<file path="src/rtl/fir_filter_prog.sv">
// Pipelined signed FIR filter with run-time programmable coefficients.
// Stages: delay line (edge A), products (edge B), sum/round/saturate (edge C).

module fir_filter_prog #(
  parameter int N_TAPS     = 4,
  parameter int DATA_WIDTH = 8,
  parameter int COEF_WIDTH = 8,
  parameter int OUT_WIDTH  = 16,
  parameter int SHIFT      = 0
) (
  input  logic                                           clk,
  input  logic                                           rst,
  input  logic                                           clr,
  input  logic                                           coef_we,
  input  logic [((N_TAPS > 1) ? $clog2(N_TAPS) : 1)-1:0] coef_addr,
  input  logic signed [COEF_WIDTH-1:0]                   coef_data,
  input  logic                                           in_valid,
  input  logic signed [DATA_WIDTH-1:0]                   x_in,
  output logic                                           out_valid,
  output logic signed [OUT_WIDTH-1:0]                    y_out,
  output logic                                           sat_flag
);

  localparam int ProdW = DATA_WIDTH + COEF_WIDTH;
  localparam int AccW  = ProdW + $clog2(N_TAPS);
  localparam int RndW  = AccW + 1;
  localparam int CmpW  = (RndW > OUT_WIDTH) ? RndW : OUT_WIDTH;
  localparam int RndSh = (SHIFT > 0) ? SHIFT - 1 : 0;

  localparam logic signed [RndW-1:0] RndInc = (SHIFT > 0) ? (RndW'(1) << RndSh) : '0;
  localparam logic signed [CmpW-1:0] MaxV =
      {{(CmpW - OUT_WIDTH + 1){1'b0}}, {(OUT_WIDTH - 1){1'b1}}};
  localparam logic signed [CmpW-1:0] MinV =
      {{(CmpW - OUT_WIDTH + 1){1'b1}}, {(OUT_WIDTH - 1){1'b0}}};

  logic signed [COEF_WIDTH-1:0] coef_q [N_TAPS];
  logic signed [COEF_WIDTH-1:0] coef_d [N_TAPS];
  logic signed [DATA_WIDTH-1:0] dly_q  [N_TAPS];
  logic signed [DATA_WIDTH-1:0] dly_d  [N_TAPS];
  logic signed [ProdW-1:0]      prod_q [N_TAPS];
  logic signed [ProdW-1:0]      prod_d [N_TAPS];

  logic                         vld_a_q, vld_a_d;
  logic                         vld_b_q, vld_b_d;
  logic                         out_valid_q, out_valid_d;
  logic                         sat_q, sat_d;
  logic signed [OUT_WIDTH-1:0]  y_q, y_d;

  logic signed [AccW-1:0]       acc;
  logic signed [RndW-1:0]       rnd;
  logic signed [CmpW-1:0]       res;
  logic signed [OUT_WIDTH-1:0]  y_sat;
  logic                         sat_hit;

  // Full-precision sum is wide enough that no tap combination can overflow it.
  always_comb begin
    acc = '0;
    for (int k = 0; k < N_TAPS; k++) begin
      acc = acc + AccW'(prod_q[k]);
    end
    rnd = RndW'(acc) + RndInc;
    res = CmpW'(rnd >>> SHIFT);
    sat_hit = 1'b0;
    y_sat   = res[OUT_WIDTH-1:0];
    if (res > MaxV) begin
      y_sat   = MaxV[OUT_WIDTH-1:0];
      sat_hit = 1'b1;
    end else if (res < MinV) begin
      y_sat   = MinV[OUT_WIDTH-1:0];
      sat_hit = 1'b1;
    end
  end

  always_comb begin
    coef_d      = coef_q;
    dly_d       = dly_q;
    prod_d      = prod_q;
    vld_a_d     = vld_a_q;
    vld_b_d     = vld_b_q;
    out_valid_d = out_valid_q;
    y_d         = y_q;
    sat_d       = sat_q;

    if (coef_we && (int'(coef_addr) < N_TAPS)) begin
      coef_d[coef_addr] = coef_data;
    end

    if (clr) begin
      // Flush datapath; y_out/sat_flag keep their last values.
      for (int k = 0; k < N_TAPS; k++) begin
        dly_d[k]  = '0;
        prod_d[k] = '0;
      end
      vld_a_d     = 1'b0;
      vld_b_d     = 1'b0;
      out_valid_d = 1'b0;
    end else begin
      if (in_valid) begin
        dly_d[0] = x_in;
        for (int k = 1; k < N_TAPS; k++) begin
          dly_d[k] = dly_q[k-1];
        end
      end
      vld_a_d = in_valid;
      for (int k = 0; k < N_TAPS; k++) begin
        prod_d[k] = ProdW'(dly_q[k]) * ProdW'(coef_q[k]);
      end
      vld_b_d     = vld_a_q;
      out_valid_d = vld_b_q;
      if (vld_b_q) begin
        y_d   = y_sat;
        sat_d = sat_hit;
      end
    end
  end

  always_ff @(posedge clk) begin
    if (rst) begin
      for (int k = 0; k < N_TAPS; k++) begin
        coef_q[k] <= COEF_WIDTH'(1);
        dly_q[k]  <= '0;
        prod_q[k] <= '0;
      end
      vld_a_q     <= 1'b0;
      vld_b_q     <= 1'b0;
      out_valid_q <= 1'b0;
      y_q         <= '0;
      sat_q       <= 1'b0;
    end else begin
      coef_q      <= coef_d;
      dly_q       <= dly_d;
      prod_q      <= prod_d;
      vld_a_q     <= vld_a_d;
      vld_b_q     <= vld_b_d;
      out_valid_q <= out_valid_d;
      y_q         <= y_d;
      sat_q       <= sat_d;
    end
  end

  assign out_valid = out_valid_q;
  assign y_out     = y_q;
  assign sat_flag  = sat_q;

endmodule
</file>
<file path="config.mk">
export PLATFORM = sky130hd
export DESIGN_NAME = fir_filter_prog
export DESIGN_NICKNAME = d
export VERILOG_FILES = /design/src/rtl/fir_filter_prog.sv
export SDC_FILE = /design/constraint.sdc
export NUM_CORES = 1
export LEC_CHECK = 0
export ABC_AREA = 0
export CAP_MARGIN = 20
export CORE_UTILIZATION = 60
export CTS_CLUSTER_DIAMETER = 80
export DETAILED_ROUTE_END_ITERATION = 10
export PLACE_DENSITY = 0.78
export SYNTH_ARGS = -nofsm -noshare
export SYNTH_HDL_FRONTEND = slang
export SYNTH_SLANG_ARGS = --single-unit
export TNS_END_PERCENT = 50
</file>
<file path="constraint.sdc">
create_clock -name clk -period 5.4 [get_ports clk]
set_clock_uncertainty 0.15 [all_clocks]
set_input_delay 1.35 -clock clk [delete_from_list [all_inputs] [get_ports clk]]
set_output_delay 1.35 -clock clk [all_outputs]
set_load 0.005 [all_outputs]
</file>
==> impl_metrics.yaml, run 1 <==
outcome:
  outcome: "finished, final reports clean"
clocking:
  clk_latency_ns: 0.43
  cts_setup_buffers: 0
  clockBufferDepth: 2
  cts_tree: "done"
  clk_pin_slew_worst_paths_ns: 0.07
  cts_resized: 0
  postCtsHoldBufs: 0
  clock-sinks: 148
  htree_levels: 4
  cts_made_buffers: 17
  cts-root-buf: "clkbuf_16"
setup_path:
  cp_max_fo: 10
  critPathBufInv: 3
  r2r_start: "dly_q[13]"
  path_delay_family: "adder cells"
  arrival_ns: 4.87
  endpoint_kind: "register"
  cp-startpoint: "dly_q[13]"
  slowest_delay_ns: 0.67
  cpMaxStageDelayCell: "dfxtp_1"
  startpoint_type: "register"
  crit_top_cell: "fa_1"
  criticalPathCategory: "register to register"
  worstPathRequired_ns: 5.57
  worstPathCellList: "nand2_1 > fa_1 > fa_1 > inv_1 > fa_1 > inv_1 > fa_1 > inv_1 > ha_1 > a21oi_1 > o21ai_0 > a41oi_1 > a21oi_1 > xnor2_1 > nor2_1"
timing:
  slew_violations: 0
  clock.fmax_ghz: 0.213
  hold_ws_ns: 0.294
  finalSetupViolations: 0
  period_share_pct: 87.1
  setup_tns_ns: 0
  hold_violations: 0
  rsz0062_at_grt: "no"
  relSlewSlack_pct: 26.8
  min_period_ns: 4.70
  worstMarginPinSlew_ns: 1.10
finish:
  filler_cell_count: 2065
  stdcell_area_um2: 17100
  multi_input_area_um2: 11400
  final_core_util_pct: 65.8
  drive_gt1_share_pct: 3.72
  area_delta_synth_final_pct: 7.62
  fin_nets: 2141
  diodes: 0
  seq_area_um2: 2960
placement:
  io_buffer_count: 40
  placed_area_um2: 16600
  gp_congestion: 0.883
  dp_hpwl_mm: 27.6
power_and_ir_drop:
  p_per_area_nw_per_um2: 151
  total_leakage_power_nw: 7.69
  ir_drop_mv: 0.309
drt:
  detail_route.wl_per_cell_um: 16.4
  vias_per_cell: 5.25
  antenna_left: 0
  drcViolationCount: 0
  wirelength_mm: 34.1
  via_count: 10925
  first_pass_iters: 5
  drt-initial-drc-count: 659
worst_hold_path:
  min_from: "vld_a_q"
  hold_class: "register to register"
synthesis:
  syn_inst: 1723
  yosysUniqueCellTypes: 44
  async_reset_ff_share_pct: 0
  syn_area_um2: 15900
  yosysWarningCount: 0
  avgSynthCellArea_um2: 9.24
  synth_top_cell_by_area: "fa_1"
  synth_nets: 2132
  ys_seq_area_share_pct: 18.6
  synth_top_area_share_pct: 31.8
  synth_ff_type: "dfxtp_1"
  synth-edff-count: 0
  synth_seq_cells: 148
  synth.area.top_cells: "fa_1 32%, dfxtp_1 19%, ha_1 10%"
  netlist_top_cells_count: "361 x inv_1, 253 x fa_1, 164 x and2_1"
  synthMostInstantiatedCell: "inv_1"
grt:
  grt_use_total_pct: 27.6
  grt_overflow_total: 0
  grt_max_degree: 41
  first_global_vias: 11493
  antenna_found_initial: 1
  grt_pass1_wl_mm: 57.3
floorplan:
  num_io_pins: 41
  die_h_um: 165
  die_area_um2: 27200
  core-area_um2: 26100
  die_w_um: 165
  rows: 59
  start_util_pct: 61.1
flow_run:
  maxCapViolCount: 0
-- state kept, by name (all words and copies together) (netlist names) --
name       flops
out_valid      1
coef_q        32
y_out         16
prod_q        64
vld_a_q        1
dly_q         32
sat_flag       1
vld_b_q        1
-- layout make-up --
type                            instances  area share, %
Timing Repair Buffer                   46           2.57
Tap cell                              335           2.45
Inverter                              361           7.90
Clock inverter                         15          0.942
Clock buffer                           17           2.48
Multi-Input combinational cell       1158           66.4
Sequential cell                       148           17.3
-- layer usage --
layer | vias to the layer above | GRT usage (%) | share of wire (%)
met5 | - | 0 | 0.038
met4 | 2 | 8.34 | 2.3
met3 | 52 | 3.82 | 4.2
met2 | 247 | 47.6 | 48
met1 | 5392 | 35.9 | 45
li1 | 5232 | - | -
-- stage by stage --
| step | power (mW) | std cells | setup slack (ns) |
|---|---|---|---|
| final | 2.60 | 2080 | 0.696 |
| after detailed placement | 1.43 | 2048 | 0.743 |
| after floorplan | 1.34 | 1723 | 1.19 |
| after CTS | 2.61 | 2080 | 0.708 |
| after global routing | 2.69 | 2080 | 0.414 |
| after global placement | 1.42 | 2048 | 0.785 |
-- cell families (layout without fill, tap and decap cells) --
group                      count (synthesis)  after routing  share of synthesized area (%)
and+or+nand+nor                          503            503                           15.9
buffers and inverters                    417            439                           9.97
adders and majority gates                386            386                           42.2
DFF                                      148            148                           18.6
AOI/OAI and AO/OA                        145            145                           6.00
xor gates and xnor gates                  76             76                           4.30
muxes                                     48             48                           3.02
-- final timing paths --
check	to	slack [ns]	cells after the start
worst max register to register	prod_q[31]	0.70	15
worst max-delay path	prod_q[31]	0.70	15
worst min-delay path	vld_b_q	0.29	1
worst min register to register	vld_b_q	0.29	1
-- layout by cell type, fill, tap and decap left out, types with 31 or more instances in the layout --
cell | Yosys | layout
inv_1 | 361 | 361
nor2_1 | 103 | 103
mux2i_1 | 47 | 47
fa_1 | 253 | 253
o21ai_0 | 31 | 31
ha_1 | 133 | 133
nand2b_1 | 39 | 39
nand2_1 | 132 | 132
a21oi_1 | 58 | 58
xnor2_1 | 58 | 58
and2_1 | 164 | 164
dfxtp_1 | 148 | 148
clkdlybuf4s50_1 | 0 | 39
-- power breakdown --
part / internal [mW] / total [mW] / switching, mW
combinational: 0.111 / 0.265 / 0.155
sequential: 1.11 / 1.14 / 0.0344
clock: 0.656 / 1.19 / 0.529
total: 1.88 / 2.60 / 0.718
Power figures use the tool's default switching activity.
==> run 2: changes to the inputs <==
--- a/config.mk
+++ b/config.mk
@@ -10,6 +10,7 @@
 export CORE_UTILIZATION = 60
 export CTS_CLUSTER_DIAMETER = 80
 export DETAILED_ROUTE_END_ITERATION = 10
+export GPL_ROUTABILITY_DRIVEN = 0
 export PLACE_DENSITY = 0.78
 export SYNTH_ARGS = -nofsm -noshare
 export SYNTH_HDL_FRONTEND = slang
==> constraint.sdc (replaced) <==
create_clock -name clk -period 5.6 [get_ports clk]
set_clock_uncertainty 0.15 [all_clocks]
set_input_delay 1.4 -clock clk [delete_from_list [all_inputs] [get_ports clk]]
set_output_delay 1.4 -clock clk [all_outputs]
set_load 0.005 [all_outputs]
==> run 2 against run 1 <==
  * Cell count about the same
  * Critical path type unchanged
  * Power decreased by 2.8%
  * Sequential power decreased by 4%
  * Wire length increased by 3.8%
  * Utilization about the same
  * Maximum frequency decreased by 0.40%
==> impl_metrics.yaml, run 2 (same netlist as run 1, synthesis figures left out) <==
drt:
  drcViolationCount: 0
  vias_per_cell: 5.33
  drt-initial-drc-count: 674
  via_count: 11072
  first_pass_iters: 5
  wirelength_mm: 35.4
  antenna_left: 0
  detail_route.wl_per_cell_um: 17.0
outcome:
  outcome: "finished, final reports clean"
timing:
  rsz0062_at_grt: "no"
  setup_tns_ns: 0
  finalWorstSetupSlack_ns: 0.877
  relSlewSlack_pct: 25.9
  finalSetupViolations: 0
  clock.fmax_ghz: 0.212
  slew_violations: 0
  min_period_ns: 4.72
  hold_violations: 0
  period_share_pct: 84.3
  worstMarginPinSlew_ns: 1.11
power_and_ir_drop:
  ir_drop_mv: 0.279
  total_leakage_power_nw: 7.69
  p_per_area_nw_per_um2: 147
grt:
  grt_use_total_pct: 28.7
  grt_overflow_total: 0
  grt_max_degree: 51
  antenna_found_initial: 0
  grt_pass1_wl_mm: 59.2
  first_global_vias: 11639
setup_path:
  path_delay_family: "adder cells"
  cpMaxStageDelayCell: "dfxtp_1"
  cp_max_fo: 10
  critPathBufInv: 4
  endpoint_kind: "register"
  criticalPathCategory: "register to register"
  worstPathRequired_ns: 5.77
  startpoint_type: "register"
  arrival_ns: 4.90
  slowest_delay_ns: 0.53
  worstPathCellList: "and2_1 > fa_1 > inv_1 > fa_1 > inv_1 > fa_1 > inv_1 > fa_1 > inv_1 > ha_1 > o21ai_0 > a21oi_1 > o21ai_0 > a21oi_1 > a31oi_1 > xor2_1 > nor2_1"
finish:
  final_core_util_pct: 65.8
  diodes: 0
  largest_reg_flops: 64
  layout_commonest_cell: "inv_1"
  largest_register: "prod_q"
  final_cell_mix: "361 x inv_1, 253 x fa_1, 164 x and2_1, 148 x dfxtp_1, 133 x ha_1"
  drive_gt1_share_pct: 3.67
  largest_registers: "prod_q x64, coef_q x32, dly_q x32"
  area_delta_synth_final_pct: 7.58
  fin_nets: 2140
clocking:
  cts_resized: 0
  htree_levels: 4
  cts_made_buffers: 17
  cts-root-buf: "clkbuf_16"
  clk_pin_slew_worst_paths_ns: 0.07
  clk_latency_ns: 0.44
  clockBufferDepth: 2
  clock-sinks: 148
  postCtsHoldBufs: 0
  cts_tree: "done"
  cts_setup_buffers: 0
floorplan:
  start_util_pct: 61.1
  core-area_um2: 26100
  num_io_pins: 41
  die_w_um: 165
  rows: 59
  die_h_um: 165
  die_area_um2: 27200
placement:
  dp_hpwl_mm: 28.5
  post-place-ws_ns: 0.939
  io_buffer_count: 40
flow_run:
  maxCapViolCount: 0
worst_hold_path:
  hold_class: "register to register"
## run 2: changes by cell type in the layout (fill, tap and decap cells not counted), sizes merged
cell,delta
buf,-1
clkinv,+3
clkinvlp,-2
inv,-1
## run 2: where the power goes
group | total, mW | internal, mW | switching, mW
registers | 1.10 | 1.07 | 0.0331
clock network | 1.16 | 0.634 | 0.526
logic | 0.259 | 0.107 | 0.152
## run 2: area by class of cell
class | instances | area (um^2)
multi-input cells | 1158 | 11400
fillers | 2067 | 8920
flip-flops and latches | 148 | 2960
inverters | 361 | 1360
repair buffers | 45 | 433
clock buffers | 17 | 425
well taps | 335 | 419
clock inverters | 15 | 163
## run 2: stage by stage
stage,power (mW),hold slack [ns],cells,area [um^2]
3_5_place_dp,1.38,0.268,2047,16500
5_1_grt,2.61,0.300,2079,17100
4_1_cts,2.53,0.282,2079,17100
6_report,2.52,0.283,2079,17100
3_3_place_gp,1.38,0.262,2047,16500
2_1_floorplan,1.29,0.256,1723,15900
## run 2: path summary, 6_finish.rpt
kind	start	endpoint	slack [ns]	depth (start not counted)
max	dly_q[15]	prod_q[30]	0.88	17
max reg2reg	dly_q[15]	prod_q[30]	0.88	17
min	vld_a_q	vld_b_q	0.28	1
min reg2reg	vld_a_q	vld_b_q	0.28	1
## run 2: metal layers
layer  global-route usage, %  wire length [um]  share of wire [%]
met1                    37.7             15400                 43
met2                    49.2             17300                 49
met3                    3.89              1700                4.8
met4                    9.26              1000                2.8
met5                       0                 0                  0
==> run 3: changes to the inputs <==
--- a/config.mk
+++ b/config.mk
@@ -7,7 +7,7 @@
 export LEC_CHECK = 0
 export ABC_AREA = 0
 export CAP_MARGIN = 20
-export CORE_UTILIZATION = 60
+export CORE_UTILIZATION = 58
 export CTS_CLUSTER_DIAMETER = 80
 export DETAILED_ROUTE_END_ITERATION = 10
 export GPL_ROUTABILITY_DRIVEN = 0
==> constraint.sdc (replaced) <==
create_clock -name clk -period 4.05 [get_ports clk]
set_clock_uncertainty 0.15 [all_clocks]
set_input_delay 1.0125 -clock clk [delete_from_list [all_inputs] [get_ports clk]]
set_output_delay 1.0125 -clock clk [all_outputs]
set_load 0.005 [all_outputs]
==> run 3 against run 2 <==
  * The flow now finishes with violations (setup timing)
  * Power rose by 44%
  * Sequential power up 36%
  * Largest cell class unchanged
  * Critical path depth shrank 1
  * Maximum frequency increased by 12%
==> impl_metrics.yaml, run 3 (same netlist as run 1, synthesis figures left out) <==
clocking:
  cts-root-buf: "clkbuf_16"
  postCtsHoldBufs: 0
  clock-sinks: 148
  cts_made_buffers: 17
  clk_pin_slew_worst_paths_ns: 0.07
  cts_tree: "done"
  clockBufferDepth: 2
  htree_levels: 4
  clk_latency_ns: 0.44
drt:
  antenna_left: 0
  vias_per_cell: 5.38
  via_count: 12280
  wirelength_mm: 41.5
  detail_route.wl_per_cell_um: 18.2
  drcViolationCount: 0
  drt-initial-drc-count: 704
  first_pass_iters: 4
flow_run:
  maxCapViolCount: 0
power_and_ir_drop:
  total_leakage_power_nw: 8.71
  ir_drop_mv: 0.231
  seqPwrFrac_pct: 41.2
  clockPowerShare_pct: 45.5
  p_comb_share_pct: 13.3
  switchingPower_mw: 1.01
  switching_share_pct: 27.8
  p_int_mw: 2.62
  p_per_area_nw_per_um2: 183
  finalPower_mw: 3.63
grt:
  grt_use_total_pct: 29.7
  antenna_found_initial: 1
  first_global_vias: 13281
  grt_pass1_wl_mm: 64.6
  grt_max_degree: 34
  grt_overflow_total: 0
finish:
  drive_gt1_share_pct: 26.8
  filler_cell_count: 1693
  layout_commonest_cell: "inv_1"
  largest_reg_flops: 64
  fin_cells: 2283
  seq_area_um2: 3150
  largest_registers: "prod_q x64, coef_q x32, dly_q x32"
  final_cell_mix: "318 x inv_1, 231 x fa_1, 189 x buf_4, 147 x and2_1, 121 x nand2_1"
  multi_input_area_um2: 12300
  area_delta_synth_final_pct: 24.5
  diodes: 0
  largest_register: "prod_q"
  fin_nets: 2338
setup_path:
  endpoint_kind: "register"
  cp_max_fo: 7
  worstPathRequired_ns: 4.22
  worstPathCellList: "and2_1 > fa_2 > inv_2 > fa_1 > fa_1 > fa_1 > inv_1 > ha_4 > nor2b_4 > o21ai_2 > a21oi_2 > o21ai_2 > buf_4 > nand2b_1 > xnor2_1 > nor2_1"
  arrival_ns: 4.40
  startpoint_type: "register"
  cpMaxStageDelayCell: "fa_1"
  crit_top_cell: "fa_1"
  slowest_delay_ns: 0.55
  criticalPathCategory: "register to register"
worst_hold_path:
  hold_class: "register to register"
timing:
  period_share_pct: 105
  slew_violations: 0
  relSlewSlack_pct: 22.2
  rsz0062_at_grt: "yes"
  finalSetupViolations: 15
  finalWorstSetupSlack_ns: -0.185
  hold_violations: 0
  worstMarginPinSlew_ns: 1.17
  clock.fmax_ghz: 0.236
  min_period_ns: 4.24
  hold_ws_ns: 0.291
floorplan:
  core-area_um2: 27000
  die_h_um: 168
  start_util_pct: 59.1
  die_area_um2: 28100
  rows: 60
  num_io_pins: 41
  die_w_um: 168
placement:
  dp_hpwl_mm: 30.7
  io_buffer_count: 40
  dp_cells: 2214
outcome:
  outcome: "finished, violations left"
  failed_checks: "setup timing"
run 3: what timing repair did:
action,CTS,global route
endpoints found under the setup margin,36,39
gates resized for setup,179,148
buffers inserted,17,18
pin swaps,82,122
cloned,0,2
run 3: per-layer routing:
metal	vias to the layer above	global-route usage [%]	wire length, um
li1	5634	-	-
met1	6145	34.4	16400
met2	359	52.7	21000
met3	140	5.41	2210
met4	2	14.8	1840
met5	-	0	12
run 3: worst max-delay path: cells and delay by family, from the launching register on:
kind	cells	cell delay, ns
adders and majority gates	5	2.00
and+or+nand+nor	4	0.64
AOI/OAI and AO/OA	3	0.50
DFF	1	0.37
buffers and inverters	3	0.31
xor gates and xnor gates	1	0.14
run 3: final timing paths:
kind	from	slack [ns]	cells past startpoint	endpoint
worst max register to register	coef_q[26]	-0.19	16	prod_q[58]
worst max-delay path	coef_q[26]	-0.19	16	prod_q[58]
worst min register to register	vld_a_q	0.29	1	vld_b_q
worst min-delay path	vld_a_q	0.29	1	vld_b_q
run 3: stage by stage:
stage | area [um^2] | utilization [%] | setup slack, ns | TNS (ns)
floorplan | 16100 | - | -0.00440 | -0.00440
global placement | 17900 | 66.4 | -0.232 | -1.86
detailed placement | 17900 | 66.4 | -0.321 | -3.29
CTS | 19100 | 71.0 | -0.0729 | -0.335
global route | 19800 | 73.6 | -0.350 | -3.91
finish | 19800 | 73.6 | -0.185 | -1.10
run 3: area by class of cell:
cell class                      instances  share of cell area, %
Clock buffer                           18                   2.21
Clock inverter                         14                  0.839
Inverter                              361                   6.83
Multi-Input combinational cell       1158                   62.1
Sequential cell                       148                   15.9
Tap cell                              341                   2.15
Timing Repair Buffer                  243                   9.99
run 3: power groups by stage:
stage	Combinational, mW	Clock, mW	Sequential, mW
2_1_floorplan	0.268	0	1.53
3_3_place_gp	0.403	0	1.55
3_5_place_dp	0.417	0	1.55
4_1_cts	0.443	1.66	1.51
5_1_grt	0.527	1.73	1.50
6_report	0.483	1.65	1.50
